$ cat config.mk
export PLATFORM = sky130hd
export DESIGN_NAME = bram_port_arbiter_flat
export DESIGN_NICKNAME = d
export VERILOG_FILES = /design/src/rtl/bram_port_arbiter_if.sv /design/src/rtl/bram_port_arbiter.sv /design/src/flat_wrapper.sv
export SDC_FILE = /design/constraint.sdc
export NUM_CORES = 1
export LEC_CHECK = 0
export CAP_MARGIN = 20
export CORE_MARGIN = 4
export CORE_UTILIZATION = 36
export CTS_BUF_LIST = sky130_fd_sc_hd__clkbuf_16
export DETAILED_ROUTE_END_ITERATION = 12
export PLACE_DENSITY = 0.85
export SLEW_MARGIN = 20
export SYNTH_ARGS = -nofsm -noshare
export SYNTH_HDL_FRONTEND = slang
export SYNTH_SLANG_ARGS = --single-unit
$ cat constraint.sdc
create_clock -name clk -period 3.2 [get_ports clk]
set_clock_uncertainty 0.1 [all_clocks]
set_input_delay 0.64 -clock clk [delete_from_list [all_inputs] [get_ports clk]]
set_output_delay 0.64 -clock clk [all_outputs]
set_load 0.02 [all_outputs]
$ cat src/rtl/bram_port_arbiter_if.sv
// Bundle shared by the port-A arbiter: two requester handshakes,
// the returned read data, and the RAM port A wires.
interface bram_port_arbiter_if #(
    parameter int DATA = 8,
    parameter int ADDR = 10
);
    logic            m0_req;
    logic            m0_we;
    logic [ADDR-1:0] m0_addr;
    logic [DATA-1:0] m0_wdata;
    logic            m0_ack;
    logic            m0_rvalid;

    logic            m1_req;
    logic            m1_we;
    logic [ADDR-1:0] m1_addr;
    logic [DATA-1:0] m1_wdata;
    logic            m1_ack;
    logic            m1_rvalid;

    logic [DATA-1:0] rdata;

    logic            ram_we;
    logic [ADDR-1:0] ram_addr;
    logic [DATA-1:0] ram_write;
    logic [DATA-1:0] ram_read;

    modport slave (
        input  m0_req, m0_we, m0_addr, m0_wdata,
        output m0_ack, m0_rvalid,
        input  m1_req, m1_we, m1_addr, m1_wdata,
        output m1_ack, m1_rvalid,
        output rdata,
        output ram_we, ram_addr, ram_write,
        input  ram_read
    );

    modport master (
        output m0_req, m0_we, m0_addr, m0_wdata,
        input  m0_ack, m0_rvalid,
        output m1_req, m1_we, m1_addr, m1_wdata,
        input  m1_ack, m1_rvalid,
        input  rdata,
        input  ram_we, ram_addr, ram_write,
        output ram_read
    );
endinterface

$ cat src/rtl/bram_port_arbiter.sv
// Shares BRAM port A between two requesters, round-robin with burst cap.
// Define BRAM_ARB_FIXED_PRIO_EN to make requester 0 always win.
module bram_port_arbiter #(
    parameter int DATA      = 8,
    parameter int ADDR      = 10,
    parameter int MAX_BURST = 4
) (
    input logic                clk,
    input logic                reset_n,
    bram_port_arbiter_if.slave bus
);
    localparam int CW = $clog2(MAX_BURST + 1);
    localparam logic [CW-1:0] CNT_MAX = CW'(MAX_BURST);

    logic            owner_q, owner_d;
    logic            busy_q, busy_d;
    logic [CW-1:0]   cnt_q, cnt_d;
    logic [1:0]      rvalid_q, rvalid_d;
    logic [ADDR-1:0] addr_q, addr_d;

    logic [1:0]      req;
    logic            go;
    logic            sel;
    logic            sel_we;
    logic [ADDR-1:0] sel_addr;
    logic [DATA-1:0] sel_wdata;

    assign req = {bus.m1_req, bus.m0_req};

`ifdef BRAM_ARB_FIXED_PRIO_EN
    always_comb begin
        go  = 1'b0;
        sel = 1'b0;
        if (req[0]) begin
            go  = 1'b1;
            sel = 1'b0;
        end else if (req[1]) begin
            go  = 1'b1;
            sel = 1'b1;
        end
        if (!reset_n) go = 1'b0;
    end
`else
    logic other;
    logic keep;

    assign other = ~owner_q;

    // Stay with the owner until its burst is used up, unless nobody else wants in.
    always_comb begin
        keep = busy_q & req[owner_q]
             & ((cnt_q < CNT_MAX) | ~req[other]);
        go   = 1'b0;
        sel  = owner_q;
        if (keep) begin
            go  = 1'b1;
            sel = owner_q;
        end else if (req[other]) begin
            go  = 1'b1;
            sel = other;
        end else if (req[owner_q]) begin
            go  = 1'b1;
            sel = owner_q;
        end
        if (!reset_n) go = 1'b0;
    end
`endif

    always_comb begin
        sel_we    = sel ? bus.m1_we    : bus.m0_we;
        sel_addr  = sel ? bus.m1_addr  : bus.m0_addr;
        sel_wdata = sel ? bus.m1_wdata : bus.m0_wdata;
    end

    always_comb begin
        owner_d  = owner_q;
        busy_d   = 1'b0;
        cnt_d    = '0;
        rvalid_d = 2'b00;
        addr_d   = addr_q;
        if (go) begin
            owner_d       = sel;
            busy_d        = 1'b1;
            addr_d        = sel_addr;
            rvalid_d[sel] = ~sel_we;
`ifdef BRAM_ARB_FIXED_PRIO_EN
            cnt_d = '0;
`else
            if (busy_q && (sel == owner_q)) begin
                cnt_d = (cnt_q == CNT_MAX) ? cnt_q : cnt_q + 1'b1;
            end else begin
                cnt_d = CW'(1);
            end
`endif
        end
    end

    assign bus.m0_ack    = go & ~sel;
    assign bus.m1_ack    = go & sel;
    assign bus.m0_rvalid = rvalid_q[0];
    assign bus.m1_rvalid = rvalid_q[1];
    assign bus.rdata     = bus.ram_read;
    assign bus.ram_we    = go & sel_we;
    // Idle cycles park the address on the last access instead of toggling.
    assign bus.ram_addr  = go ? sel_addr : addr_q;
    assign bus.ram_write = sel_wdata;

    always_ff @(posedge clk or negedge reset_n) begin
        if (!reset_n) begin
            owner_q  <= 1'b1;
            busy_q   <= 1'b0;
            cnt_q    <= '0;
            rvalid_q <= 2'b00;
            addr_q   <= '0;
        end else begin
            owner_q  <= owner_d;
            busy_q   <= busy_d;
            cnt_q    <= cnt_d;
            rvalid_q <= rvalid_d;
            addr_q   <= addr_d;
        end
    end
endmodule

$ cat src/flat_wrapper.sv
// flat-port wrapper written by rule: the top's interface ports become plain ports
module bram_port_arbiter_flat 
#(
    parameter int DATA      = 8,
    parameter int ADDR      = 10,
    parameter int MAX_BURST = 4
)
  (clk, reset_n, bus_m0_req, bus_m0_we, bus_m0_addr, bus_m0_wdata, bus_m0_ack, bus_m0_rvalid, bus_m1_req, bus_m1_we, bus_m1_addr, bus_m1_wdata, bus_m1_ack, bus_m1_rvalid, bus_rdata, bus_ram_we, bus_ram_addr, bus_ram_write, bus_ram_read);
  bram_port_arbiter_if #(.DATA(DATA), .ADDR(ADDR)) bus_i ();
  input logic clk;
  input logic reset_n;
  input wire logic [$bits(bus_i.m0_req)-1:0] bus_m0_req;
  input wire logic [$bits(bus_i.m0_we)-1:0] bus_m0_we;
  input wire logic [$bits(bus_i.m0_addr)-1:0] bus_m0_addr;
  input wire logic [$bits(bus_i.m0_wdata)-1:0] bus_m0_wdata;
  output wire logic [$bits(bus_i.m0_ack)-1:0] bus_m0_ack;
  output wire logic [$bits(bus_i.m0_rvalid)-1:0] bus_m0_rvalid;
  input wire logic [$bits(bus_i.m1_req)-1:0] bus_m1_req;
  input wire logic [$bits(bus_i.m1_we)-1:0] bus_m1_we;
  input wire logic [$bits(bus_i.m1_addr)-1:0] bus_m1_addr;
  input wire logic [$bits(bus_i.m1_wdata)-1:0] bus_m1_wdata;
  output wire logic [$bits(bus_i.m1_ack)-1:0] bus_m1_ack;
  output wire logic [$bits(bus_i.m1_rvalid)-1:0] bus_m1_rvalid;
  output wire logic [$bits(bus_i.rdata)-1:0] bus_rdata;
  output wire logic [$bits(bus_i.ram_we)-1:0] bus_ram_we;
  output wire logic [$bits(bus_i.ram_addr)-1:0] bus_ram_addr;
  output wire logic [$bits(bus_i.ram_write)-1:0] bus_ram_write;
  input wire logic [$bits(bus_i.ram_read)-1:0] bus_ram_read;
  assign bus_i.m0_req = bus_m0_req;
  assign bus_i.m0_we = bus_m0_we;
  assign bus_i.m0_addr = bus_m0_addr;
  assign bus_i.m0_wdata = bus_m0_wdata;
  assign bus_m0_ack = bus_i.m0_ack;
  assign bus_m0_rvalid = bus_i.m0_rvalid;
  assign bus_i.m1_req = bus_m1_req;
  assign bus_i.m1_we = bus_m1_we;
  assign bus_i.m1_addr = bus_m1_addr;
  assign bus_i.m1_wdata = bus_m1_wdata;
  assign bus_m1_ack = bus_i.m1_ack;
  assign bus_m1_rvalid = bus_i.m1_rvalid;
  assign bus_rdata = bus_i.rdata;
  assign bus_ram_we = bus_i.ram_we;
  assign bus_ram_addr = bus_i.ram_addr;
  assign bus_ram_write = bus_i.ram_write;
  assign bus_i.ram_read = bus_ram_read;
  bram_port_arbiter #(.DATA(DATA), .ADDR(ADDR), .MAX_BURST(MAX_BURST)) u_core (.clk(clk), .reset_n(reset_n), .bus(bus_i));
endmodule
# After elaboration in Yosys (flattened, before gate mapping)
# Cells that the tools add are included.
[op_classes] n_lt_le_gt_ge=5 bitwise=11 eq_ne=3 n_mux=21 add_sub_neg=1 n_reduce_logical=2
[op_table] cell="10-bit two-way mux" n=2
[op_table] cell="1-bit two-way mux" n=13
[op_table] cell="3-bit two-way mux" n=3
[op_table] cell="8-bit two-way mux" n=1
[op_table] cell="1-bit by 2-bit less-than comparator with 1-bit output (second input constant)" n=3
[op_table] cell="1-bit bitwise AND" n=5
[op_table] cell="1-bit NOT" n=4
[op_table] cell="3-bit by 1-bit adder with 3-bit output (second input constant)" n=1
[op_table] cell="3-bit == test (second input constant)" n=1
[op_table] cell="3-bit less-than comparator (second input constant)" n=1
[op_table] cell="3-bit != test (second input constant)" n=1
[op_table] cell="2-bit bitwise AND" n=1
[op_table] cell="1-bit logical AND" n=2
[op_table] cell="2-bit two-way mux" n=1
[op_table] cell="1-bit demux with 1-bit select" n=1
[op_table] cell="1-bit == test" n=1
[op_table] cell="1-bit >= comparator (second input constant)" n=1
[op_table] cell="1-bit OR" n=1
[word_totals] out_inout_bits=31 register_bits=17 wordCells=48 in_bits=50

# Longest topological paths before layout
# Gate-level depths: netlist of run 1.
[depth] word_depth=13 depth_mapped=5 depth_no_buf=5

# Worst setup path before layout of run 1
# No wires, ideal clock.
[synth_path] kind="in2out" startpoint="input port bus_m1_req" endpoint="output port bus_ram_addr[0]" arrival_ns=1.620 cell_stages=5 path_buffers=1 slack_ns=0.840 required_time_ns=2.460 cell_sequence="o21bai_1 o211ai_4 buf_12 mux2i_1 o21ai_1"
[synth_via] elab_chain_len=8 elab_cells_between_ends=16 classes_between="mux (12); bitwise (4)"
[synth_lines] element="start: declaration" line_no="flat_wrapper.sv:18" text="input wire logic [$bits(bus_i.m1_req)-1:0] bus_m1_req;"
[synth_lines] element="1-bit two-way mux (implied by the code) (2 in series)" line_no="bram_port_arbiter.sv:52, bram_port_arbiter.sv:58"
[synth_lines] element="1-bit NOT" line_no="bram_port_arbiter.sv:52" text="& ((cnt_q < CNT_MAX) | ~req[other]);"
[synth_lines] element="1-bit OR" line_no="bram_port_arbiter.sv:52"
[synth_lines] element="1-bit bitwise AND" line_no="bram_port_arbiter.sv:52"
[synth_lines] element="1-bit two-way mux" line_no="bram_port_arbiter.sv:55" text="if (keep) begin"
[synth_lines] element="10-bit two-way mux / 1-bit two-way mux (equally long branches)" line_no="bram_port_arbiter.sv:71, bram_port_arbiter.sv:65"
[synth_lines] element="10-bit two-way mux (*)" line_no="bram_port_arbiter.sv:105" text="assign bus.ram_addr = go ? sel_addr : addr_q;"
[synth_lines] element="end: declaration" line_no="flat_wrapper.sv:26" text="output wire logic [$bits(bus_i.ram_addr)-1:0] bus_ram_addr;"
# Mark *: on every way between the ends. The rest lies on a longest branch, timed or not. The select of a mux whose other input is x is not followed.

# Worst setup path after layout of run 1
[layout_path] startpoint="input port bus_m0_req" endpoint="output port bus_ram_write[6]"
[layout_via] elab_chain_len=7 elab_cells_between_ends=11 classes_between="mux (7); bitwise (4)"
[layout_lines] element="start: declaration" line_no="flat_wrapper.sv:12" text="input wire logic [$bits(bus_i.m0_req)-1:0] bus_m0_req;"
[layout_lines] element="1-bit two-way mux (implied by the code) (2 in series)" line_no="bram_port_arbiter.sv:52, bram_port_arbiter.sv:58"
[layout_lines] element="1-bit NOT" line_no="bram_port_arbiter.sv:52"
[layout_lines] element="1-bit OR" line_no="bram_port_arbiter.sv:52"
[layout_lines] element="1-bit bitwise AND" line_no="bram_port_arbiter.sv:52"
[layout_lines] element="1-bit two-way mux (*)" line_no="bram_port_arbiter.sv:55"
[layout_lines] element="8-bit two-way mux (*)" line_no="bram_port_arbiter.sv:72" text="sel_wdata = sel ? bus.m1_wdata : bus.m0_wdata;"
[layout_lines] element="end: declaration" line_no="flat_wrapper.sv:27" text="output wire logic [$bits(bus_i.ram_write)-1:0] bus_ram_write;"
# Marked as above.

==> results of run 1 <==
## power by group
part	internal, W	switching, W	total, W	leakage [nW]
clock network	0.000167	0.0000794	0.000246	0.0409
registers	0.000243	0.0000130	0.000256	0.213
logic	0.000160	0.000144	0.000304	0.617
## state kept, by name, indices dropped and copies added, names as in the netlist
register and count:
u_core.cnt_q 3, u_core.rvalid_q 2, u_core.owner_q 1, u_core.addr_q 10, u_core.busy_q 1
## metrics by stage
| stage | worst slack (ns) | cells | hold slack [ns] | area [um2] | total power (W) |
|---|---|---|---|---|---|
| 4_1_cts | 0.0184 | 198 | 0.396 | 1780 | 0.000816 |
| 6_report | 0.212 | 198 | 0.394 | 1780 | 0.000806 |
| 3_3_place_gp | -0.133 | 194 | 0.376 | 1720 | 0.000581 |
| 5_1_grt | 0.130 | 198 | 0.424 | 1780 | 0.000853 |
| 3_5_place_dp | -0.184 | 194 | 0.388 | 1720 | 0.000590 |
| 2_1_floorplan | 0.840 | 102 | 0.244 | 1060 | 0.000442 |
## critical path: stages
cell and delay (ns):
clkdlybuf4s50_1 0.43, o21bai_2 0.22, o211ai_4 0.13, buf_12 0.19, mux2_2 0.33, dlygate4sd2_1 0.32
## cell type report
class | instances | area (um2)
Timing Repair Buffer | 73 | 709
Clock buffer | 3 | 75.1
Multi-Input combinational cell | 69 | 514
Tap cell | 31 | 38.8
Inverter | 4 | 15.0
Fill cell | 226 | 997
Sequential cell | 17 | 427
Clock inverter | 1 | 5.00
## routing by layer
| metal | vias to the layer above | routed length (um) | global-route usage |
|---|---|---|---|
| met1 | 438 | 1090 | 0.176 |
| met4 | 0 | 90 | 0.0786 |
| met2 | 53 | 1510 | 0.272 |
| met5 | - | 0 | 0 |
| li1 | 472 | - | - |
| met3 | 11 | 261 | 0.0432 |
## synth_stat cells (all sizes together)
cell type  number
nand2          17
dfrtp          16
mux2i          12
buf            11
o21ai          11
mux2            8
nor2            5
inv             4
a31oi           2
ha              2
nand3           2
nor3            2
a21oi           1
clkbuf          1
dfstp           1
nand2b          1
nand4b          1
nor2b           1
o211ai          1
o21bai          1
o2bb2ai         1
xnor2           1
## worst paths after layout
path	start	end	slack, ns	cells after the start
min in group asynchronous	reset_n	u_core.busy_q$_DFF_PN0_	0.66	2
min reg2reg	u_core.addr_q[1]$_DFF_PN0_	u_core.addr_q[1]$_DFF_PN0_	0.39	2
max in group asynchronous	reset_n	u_core.owner_q$_DFFE_PN1N_	2.08	2
min	u_core.addr_q[1]$_DFF_PN0_	u_core.addr_q[1]$_DFF_PN0_	0.39	2
max	bus_m0_req	bus_ram_write[6]	0.21	6
max reg2reg	u_core.owner_q$_DFFE_PN1N_	u_core.addr_q[8]$_DFF_PN0_	1.57	5
## kinds of logic after synthesis
logic type	count (synthesis)	synth area share
mux	20	0.220
fa+ha+maj	2	0.0237
flops	17	0.404
compound gates	17	0.104
buf+inv	16	0.113
xor+xnor	1	0.00830
simple gates	29	0.127
## what timing repair did
item	in CTS	in global routing
endpoints found under the hold margin	0	0
gates resized for setup	21	4
setup buffers	0	0
setup endpoints to repair	20	10
hold buffers	0	0
==> results.txt, run 1 <==
----------------------------------------------------
[Outcome]
  Run status ... finished clean

[Critical path]
  Endpoint arrival time on the critical path ... 2.25 ns
  Crit Path Class ... in -> out
  Startpoint type of the worst setup path ... input pin
  Peak fanout along the critical path ... 12
  Data required time at the worst endpoint ... 2.46 ns
  Crit end category ... primary output

[Floorplanning]
  Total number of placement rows ... 19
  Initial standard-cell utilization of the core ... 0.380
  Area of the placeable core ... 2780 um2
  Horiz. Die Dim ... 62.2 um
  Die Span Y ... 62.2 um
  I/O pin count ... 81
  Die footprint ... 3860 um2

[Global route]
  Gr usage total ... 0.158
  Overall overflow remaining after global route ... 0
  First-pass GRT wire length ... 5.02 mm
  Number of global-route vias before repair ... 1071
  Number of antenna violations at the first check in global routing ... 0
  Maximum number of pins on one net before global-route repair ... 19

[Detailed routing]
  Number of design-rule violations left by the first detailed-router iteration ... 32
  Post-route DRC violation count ... 0
  Routed wire length ... 2.95 mm
  1st-pass router iterations ... 6
  Via count ... 974
  Post-route antenna net violation count ... 0
  Average vias per placed instance ... 4.92
  Drt wl/cell ... 14.9 um

[Clock network]
  TritonCTS Sinks ... 17
  Clock latency on the worst-skew pair ... 0.25 ns
  Clock root buffer master ... clkbuf_16
  Number of buffers created by CTS ... 3
  CTS tree ... yes
  Total number of H-tree levels ... 1
  Clock input transition at the sequential cells of the worst setup and hold paths ... 0.05 ns
  Clock buffer depth ... 2

[Worst hold path]
  Type of the tightest min-delay check ... reg -> reg

[Timing]
  Post-layout minimum cycle time ... 2.99 ns
  # setup viols final ... 0
  Actual slew at the worst max-slew pin ... 0.210 ns
  RSZ-0062 raised after global routing ... no
  Final critical-path share of the clock period ... 0.934
  Number of pins with negative max-slew slack in the final report ... 0
  Total Negative Setup Slacks ... 0 ns
  Slew HR ... 0.856
  Maximum frequency from static timing analysis ... 0.335 GHz
  Hold violation count in the final report ... 0

[Yosys]
  Cell types with the largest area share after synthesis ... dfrtp_1, mux2i_1, mux2_4
  Instance count of the mapped netlist ... 102
  Cell area after synthesis ... 1060 um2
  Top-area cell type share of the netlist area ... 0.379
  Count of different cell masters after synthesis ... 26
  Total of warnings raised by yosys ... 0
  Proportion of synthesized chip area in sequential cells ... 0.404
  Flip-flop and latch count after synthesis ... 17
  Average cell area after synthesis ... 10.4 um2
  Largest area contributor in the synthesized netlist ... dfrtp_1
  Post-Syn Nets ... 154

[Flow run]
  Number of max-cap violations ... 0

[Placed design]
  Final RePlAce weighted congestion ... 0.746
  Total half-perimeter wirelength after legalization and detailed placement ... 2.39 mm
  Count of port buffers added during placement ... 64

[Power]
  Total power divided by cell area ... 452 nW/um2
  Worst ir drop on vdd ... 0.375 mV
  Leakage component of the power ... 0.871 nW

[Final layout]
  Core occupancy in the finished layout ... 0.641
  Commonest cells after routing, fill and taps aside ... clkdlybuf4s50_1, dlygate4sd2_1, nand2_1, dfrtp_1, mux2i_1
  Layout cell share with drive strength beyond 1 ... 0.162
  Inserted Diodes ... 0
  Layout overhead on the synthesized area ... 69.0%
  Total number of nets in the final design ... 220
  Most common library cell in the layout ignoring fill and taps ... clkdlybuf4s50_1

----------------------------------------------------
No activity file was read; power rests on OpenSTA's default activity.
==> run 2, diff against run 1 <==
Settings changed: SETUP_SLACK_MARGIN set to 0.3.
==> run 2 against run 1 <==
- final area up 5.2%
- critical endpoint is now bus_ram_write[7]
- setup slack improved by 0.24 ns
- cell count is 4.0% higher
- first-iteration DRC count grew 6.3%
- highest routed layer unchanged
- wire length up 11%
==> results.txt, run 2 (synthesis results as in run 1) <==
----------------------------------------------------
[Clock network]
  Cts hold-fix bufs ... 0 (unchanged)
  Clock input transition at the sequential cells of the worst setup and hold paths ... 0.05 ns (about the same)
  Clock root buffer master ... clkbuf_16
  Clock buffer depth ... 2 (unchanged)
  TritonCTS Sinks ... 17 (unchanged)
  CTS tree ... yes
  Clock latency on the worst-skew pair ... 0.25 ns (about the same)
  Total number of H-tree levels ... 1 (unchanged)
  Number of buffers created by CTS ... 3 (unchanged)

[Detailed routing]
  Post-route antenna net violation count ... 0 (unchanged)
  Average vias per placed instance ... 4.98 (+1.1%)
  Via count ... 1025 (+5.2%)
  1st-pass router iterations ... 4 (-2)
  Drt wl/cell ... 16.0 um (+7.1%)
  Post-route DRC violation count ... 0 (unchanged)
  Number of design-rule violations left by the first detailed-router iteration ... 34 (+6.3%)
  Routed wire length ... 3.29 mm (+11%)

[Floorplanning]
  Die Span Y ... 62.2 um (unchanged)
  Horiz. Die Dim ... 62.2 um (unchanged)
  I/O pin count ... 81 (unchanged)
  Die footprint ... 3860 um2 (unchanged)
  Area of the placeable core ... 2780 um2 (unchanged)
  Initial standard-cell utilization of the core ... 0.380 (unchanged)
  Total number of placement rows ... 19 (unchanged)

[Outcome]
  Run status ... finished clean

[Power]
  Total design power ... 0.000860 W (+6.7%)
  Total power divided by cell area ... 458 nW/um2 (+1.5%)
  Leakage component of the power ... 0.893 nW (+2.6%)
  Worst ir drop on vdd ... 0.407 mV (+8.4%)

[Timing]
  Post-layout minimum cycle time ... 2.75 ns (-0.237 ns)
  Maximum frequency from static timing analysis ... 0.364 GHz (+8.6%)
  Number of pins with negative max-slew slack in the final report ... 0 (unchanged)
  RSZ-0062 raised after global routing ... no
  Total Negative Setup Slacks ... 0 ns (unchanged)
  Final critical-path share of the clock period ... 0.860 (-0.0742)
  Hold violation count in the final report ... 0 (unchanged)
  Actual slew at the worst max-slew pin ... 0.323 ns (+0.112 ns)
  Worst hold-check slack ... 0.401 ns (+0.00665 ns)
  Slew HR ... 0.784 (-0.0720)
  # setup viols final ... 0 (unchanged)

[Placed design]
  Post-placement cell area ... 1720 um2 (unchanged)
  Total half-perimeter wirelength after legalization and detailed placement ... 2.39 mm (unchanged)
  Final RePlAce weighted congestion ... 0.746 (unchanged)
  Count of port buffers added during placement ... 64 (unchanged)

[Final layout]
  Largest registers ... u_core.addr_q x10, u_core.cnt_q x3, u_core.rvalid_q x2
  Layout overhead on the synthesized area ... 77.7%
  Inserted Diodes ... 0 (unchanged)
  Layout cell share with drive strength beyond 1 ... 0.314 (+0.153)
  Total number of nets in the final design ... 228 (+3.6%)
  Reg with most FFs ... u_core.addr_q
  Fill count ... 210 (-7.1%)
  Summed area of non-filler cells in the final layout ... 1880 um2 (+5.2%)
  Most common library cell in the layout ignoring fill and taps ... clkdlybuf4s50_1
  Commonest cells after routing, fill and taps aside ... clkdlybuf4s50_1, nand2_1, dfrtp_1, mux2i_1, clkbuf_2
  Flip-flop count of the largest register after layout ... 10 (unchanged)

[Global route]
  Number of antenna violations at the first check in global routing ... 0 (unchanged)
  Maximum number of pins on one net before global-route repair ... 19 (unchanged)
  Overall overflow remaining after global route ... 0 (unchanged)
  Gr usage total ... 0.162 (+0.00376)
  First-pass GRT wire length ... 5.13 mm (+2.2%)
  Number of global-route vias before repair ... 1094 (+2.1%)

[Critical path]
  Endpoint arrival time on the critical path ... 2.01 ns (-0.24 ns)
  Data required time at the worst endpoint ... 2.46 ns (about the same)
  Crit end category ... primary output
  Peak fanout along the critical path ... 6 (-6)
  Startpoint type of the worst setup path ... register
  Crit Path Class ... reg -> out

[Worst hold path]
  Type of the tightest min-delay check ... reg -> reg

[Flow run]
  Number of max-cap violations ... 0 (unchanged)

----------------------------------------------------
## run 2: worst paths after layout
check / start / to / slack (ns) / cells after the start
max in group asynchronous: reset_n / u_core.owner_q$_DFFE_PN1N_ / 2.04 / 2
min in group asynchronous: reset_n / u_core.rvalid_q[0]$_DFF_PN0_ / 0.70 / 2
hold reg to reg: u_core.addr_q[9]$_DFF_PN0_ / u_core.addr_q[9]$_DFF_PN0_ / 0.40 / 2
hold / removal: u_core.addr_q[9]$_DFF_PN0_ / u_core.addr_q[9]$_DFF_PN0_ / 0.40 / 2
setup / recovery: u_core.owner_q$_DFFE_PN1N_ / bus_ram_write[7] / 0.45 / 6
setup reg to reg: u_core.owner_q$_DFFE_PN1N_ / u_core.addr_q[7]$_DFF_PN0_ / 1.41 / 6
## run 2: final cells by class
class                   count  area [um2]  area share
clock buffers               3        75.1      0.0400
clock inverters             1        5.00     0.00267
inverters                   4        15.0     0.00800
multi-input cells          69         533       0.284
flip-flops and latches     17         427       0.227
well taps                  31        38.8      0.0207
repair buffers             81         783       0.417
## run 2: per-stage QoR
step	utilization	worst slack [ns]	cells
5_1_grt	0.675	0.323	206
3_3_place_gp	0.620	-0.133	194
3_5_place_dp	0.620	-0.184	194
2_1_floorplan	-	0.840	102
6_report	0.675	0.449	206
4_1_cts	0.647	0.202	198
## run 2: routing by layer
layer	global-route usage	share of wire
met1	0.175	0.36
met2	0.285	0.53
met3	0.0450	0.078
met4	0.0786	0.028
met5	0	0
## run 2: worst max-delay path, stage by stage (launching register included)
cell and delay (ns):
dfstp_2 0.61, nand4b_1 0.17, o211ai_4 0.19, buf_4 0.18, clkbuf_16 0.14, mux2_4 0.29
clkbuf_2 0.16
## run 2: where the power goes
part / switching (W) / total (W) / internal (W)
Sequential: 0.0000146 / 0.000258 / 0.000243
Combinational: 0.000159 / 0.000353 / 0.000194
Clock: 0.0000825 / 0.000250 / 0.000167
## run 2: repair_timing
item	CTS	global route
resized for setup	37	35
endpoints found under the setup margin	21	20
cloned	0	3
pin swaps	0	2
buffers inserted	0	5
==> run 3, diff against run 2 <==
Settings changed: CORE_UTILIZATION 36 to 30, PLACE_DENSITY 0.85 to 0.76.
Clock period 3.2 ns to 2.3 ns, I/O delays scaled along.
==> run 3 against run 2 <==
- the flow now finishes with violations (setup timing)
- first-iteration DRC count is 12% lower
- wire length shrank 4.0%
- clock power increased by 39%
==> results.txt, run 3 (synthesis results as in run 1) <==
----------------------------------------------------
[Detailed routing]
  Via count ... 1021 (-0.39%)
  Top Metal Used ... met4
  Post-route DRC violation count ... 0 (unchanged)
  Number of design-rule violations left by the first detailed-router iteration ... 30 (-12%)
  Met3 Wirelength ... 399 um (+56%)
  Met2 routed WL ... 1.61 mm (-8.2%)
  Average vias per placed instance ... 4.54 (-8.8%)
  Routed wire length ... 3.16 mm (-4.0%)
  Wl on met1 ... 1.12 mm (-6.3%)
  1st-pass router iterations ... 4 (unchanged)
  Post-route antenna net violation count ... 0 (unchanged)
  Drt wl/cell ... 14.0 um (-12%)

[Power]
  Net switching power of the design ... 0.000356 W (+39%)
  Total design power ... 0.00122 W (+42%)
  Worst ir drop on vdd ... 0.381 mV (-6.2%)
  Sequential share of power ... 0.287 (-0.013)
  Total power divided by cell area ... 626 nW/um2 (+37%)
  Internal power summed over all cells ... 0.000863 W (+43%)
  Switching Share ... 0.292 (-0.00530)
  Clock power frac ... 0.285 (-0.005)
  Leakage component of the power ... 0.914 nW (+2.3%)
  Power share of the combinational group ... 0.428 (+0.018)

[Final layout]
  Fill count ... 328 (+56%)
  Largest registers ... u_core.addr_q x10, u_core.cnt_q x3, u_core.rvalid_q x2
  Layout cell share with drive strength beyond 1 ... 0.374 (+0.0600)
  Flip-flop count of the largest register after layout ... 10 (unchanged)
  Summed area of non-filler cells in the final layout ... 1950 um2 (+3.9%)
  Inserted Diodes ... 0 (unchanged)
  Total number of nets in the final design ... 232 (+1.8%)
  Commonest cells after routing, fill and taps aside ... clkdlybuf4s50_1, buf_4, nand2_1, dfrtp_1, buf_6
  Layout overhead on the synthesized area ... 84.6%
  Reg with most FFs ... u_core.addr_q
  Most common library cell in the layout ignoring fill and taps ... clkdlybuf4s50_1
  Core occupancy in the finished layout ... 0.580 (-0.0952)

[Critical path]
  Crit Path Class ... reg -> out
  Crit end category ... primary output
  Endpoint arrival time on the critical path ... 1.81 ns (-0.20 ns)
  Startpoint type of the worst setup path ... register
  Flop2flop setup slack ... 0.43 ns (-0.98 ns)
  Peak fanout along the critical path ... 8 (+2)
  Data required time at the worst endpoint ... 1.74 ns (-0.72 ns)

[Placed design]
  Count of port buffers added during placement ... 64 (unchanged)
  Post-placement cell area ... 1790 um2 (+3.7%)
  Final RePlAce weighted congestion ... 0.758 (+1.6%)
  Total half-perimeter wirelength after legalization and detailed placement ... 2.43 mm (+1.8%)

[Timing]
  Hold violation count in the final report ... 0 (unchanged)
  Number of pins with negative max-slew slack in the final report ... 0 (unchanged)
  Post-layout worst setup margin ... -0.0686 ns (-0.518 ns)
  # setup viols final ... 17 (+17)
  Final critical-path share of the clock period ... 1.03
  Slew HR ... 0.781 (-0.00301)
  Actual slew at the worst max-slew pin ... 0.327 ns (+0.00449 ns)
  RSZ-0062 raised after global routing ... yes
  Post-layout minimum cycle time ... 2.37 ns
  Maximum frequency from static timing analysis ... 0.422 GHz

[Floorplanning]
  Area of the placeable core ... 3360 um2 (+21%)
  Die footprint ... 4530 um2 (+17%)
  Total number of placement rows ... 21 (+2)
  Initial standard-cell utilization of the core ... 0.314 (-0.0657)
  I/O pin count ... 81 (unchanged)
  Horiz. Die Dim ... 67.3 um (+8.3%)
  Die Span Y ... 67.3 um (+8.3%)

[Global route]
  Number of global-route vias before repair ... 1091 (-0.27%)
  Number of antenna violations at the first check in global routing ... 0 (unchanged)
  Overall overflow remaining after global route ... 0 (unchanged)
  Gr usage total ... 0.145 (-0.0171)
  First-pass GRT wire length ... 4.99 mm (-2.8%)
  Maximum number of pins on one net before global-route repair ... 21 (+2)

[Clock network]
  Clock root buffer master ... clkbuf_16
  Number of buffers created by CTS ... 3 (unchanged)
  Clock latency on the worst-skew pair ... 0.25 ns (about the same)
  Total number of H-tree levels ... 1 (unchanged)
  Clock buffer depth ... 2 (unchanged)
  TritonCTS Sinks ... 17 (unchanged)
  Clock input transition at the sequential cells of the worst setup and hold paths ... 0.05 ns (about the same)
  CTS tree ... yes

[Worst hold path]
  Type of the tightest min-delay check ... reg -> reg

[Outcome]
  Violated checks ... setup timing
  Run status ... complete, but fails checks

[Flow run]
  Number of max-cap violations ... 0 (unchanged)

----------------------------------------------------
## run 3: worst paths after layout
kind / endpoint / from / depth (start not counted)
max reg2reg: u_core.addr_q[7]$_DFF_PN0_ / u_core.owner_q$_DFFE_PN1N_ / 8
max in group asynchronous: u_core.owner_q$_DFFE_PN1N_ / reset_n / 2
min in group asynchronous: u_core.addr_q[8]$_DFF_PN0_ / reset_n / 2
min reg2reg: u_core.addr_q[0]$_DFF_PN0_ / u_core.addr_q[0]$_DFF_PN0_ / 2
min: u_core.addr_q[0]$_DFF_PN0_ / u_core.addr_q[0]$_DFF_PN0_ / 2
max: bus_ram_write[6] / u_core.owner_q$_DFFE_PN1N_ / 6
## run 3: area by class of cell
class	count	area [um2]	area share
repair buffers	85	818	0.420
multi-input cells	69	552	0.283
flip-flops and latches	17	427	0.219
clock buffers	3	75.1	0.0385
well taps	46	57.6	0.0295
inverters	4	15.0	0.00770
clock inverters	1	5.00	0.00257
## run 3: metrics by stage
step	TNS (ns)	setup slack, ns	instances	hold WS [ns]
after floorplan	0	0.300	102	0.0644
final	-0.596	-0.0686	225	0.378
after global placement	-13.13	-0.675	214	0.354
after global routing	-1.97	-0.142	225	0.417
after CTS	-0.578	-0.0685	223	0.386
after detailed placement	-13.84	-0.744	214	0.361
## run 3: layer usage
| metal | track usage | up-vias |
|---|---|---|
| li1 | - | 495 |
| met1 | 0.155 | 459 |
| met2 | 0.264 | 60 |
| met3 | 0.0399 | 7 |
| met4 | 0.0608 | 0 |
| met5 | 0 | - |
## run 3: power by group through the flow
stage | combinational, W | sequential [W] | clock, W
after floorplan | 0.000260 | 0.000358 | 0
after global placement | 0.000463 | 0.000356 | 0
after detailed placement | 0.000474 | 0.000358 | 0
after CTS | 0.000514 | 0.000351 | 0.000355
after global routing | 0.000559 | 0.000354 | 0.000368
final | 0.000522 | 0.000350 | 0.000347
## run 3: timing repair
item	in CTS	in global routing
resized for setup	120	3
hold buffers	0	0
pin swaps	1	2
cloned	1	0
endpoints found under the setup margin	21	21
buffers inserted	4	2
## run 3: critical path, cell delays in order (launching register included)
cell      delay, ns
dfstp_2        0.55
buf_4          0.12
o21bai_4       0.07
o211ai_4       0.15
buf_12         0.19
mux2_2         0.35
buf_6          0.13
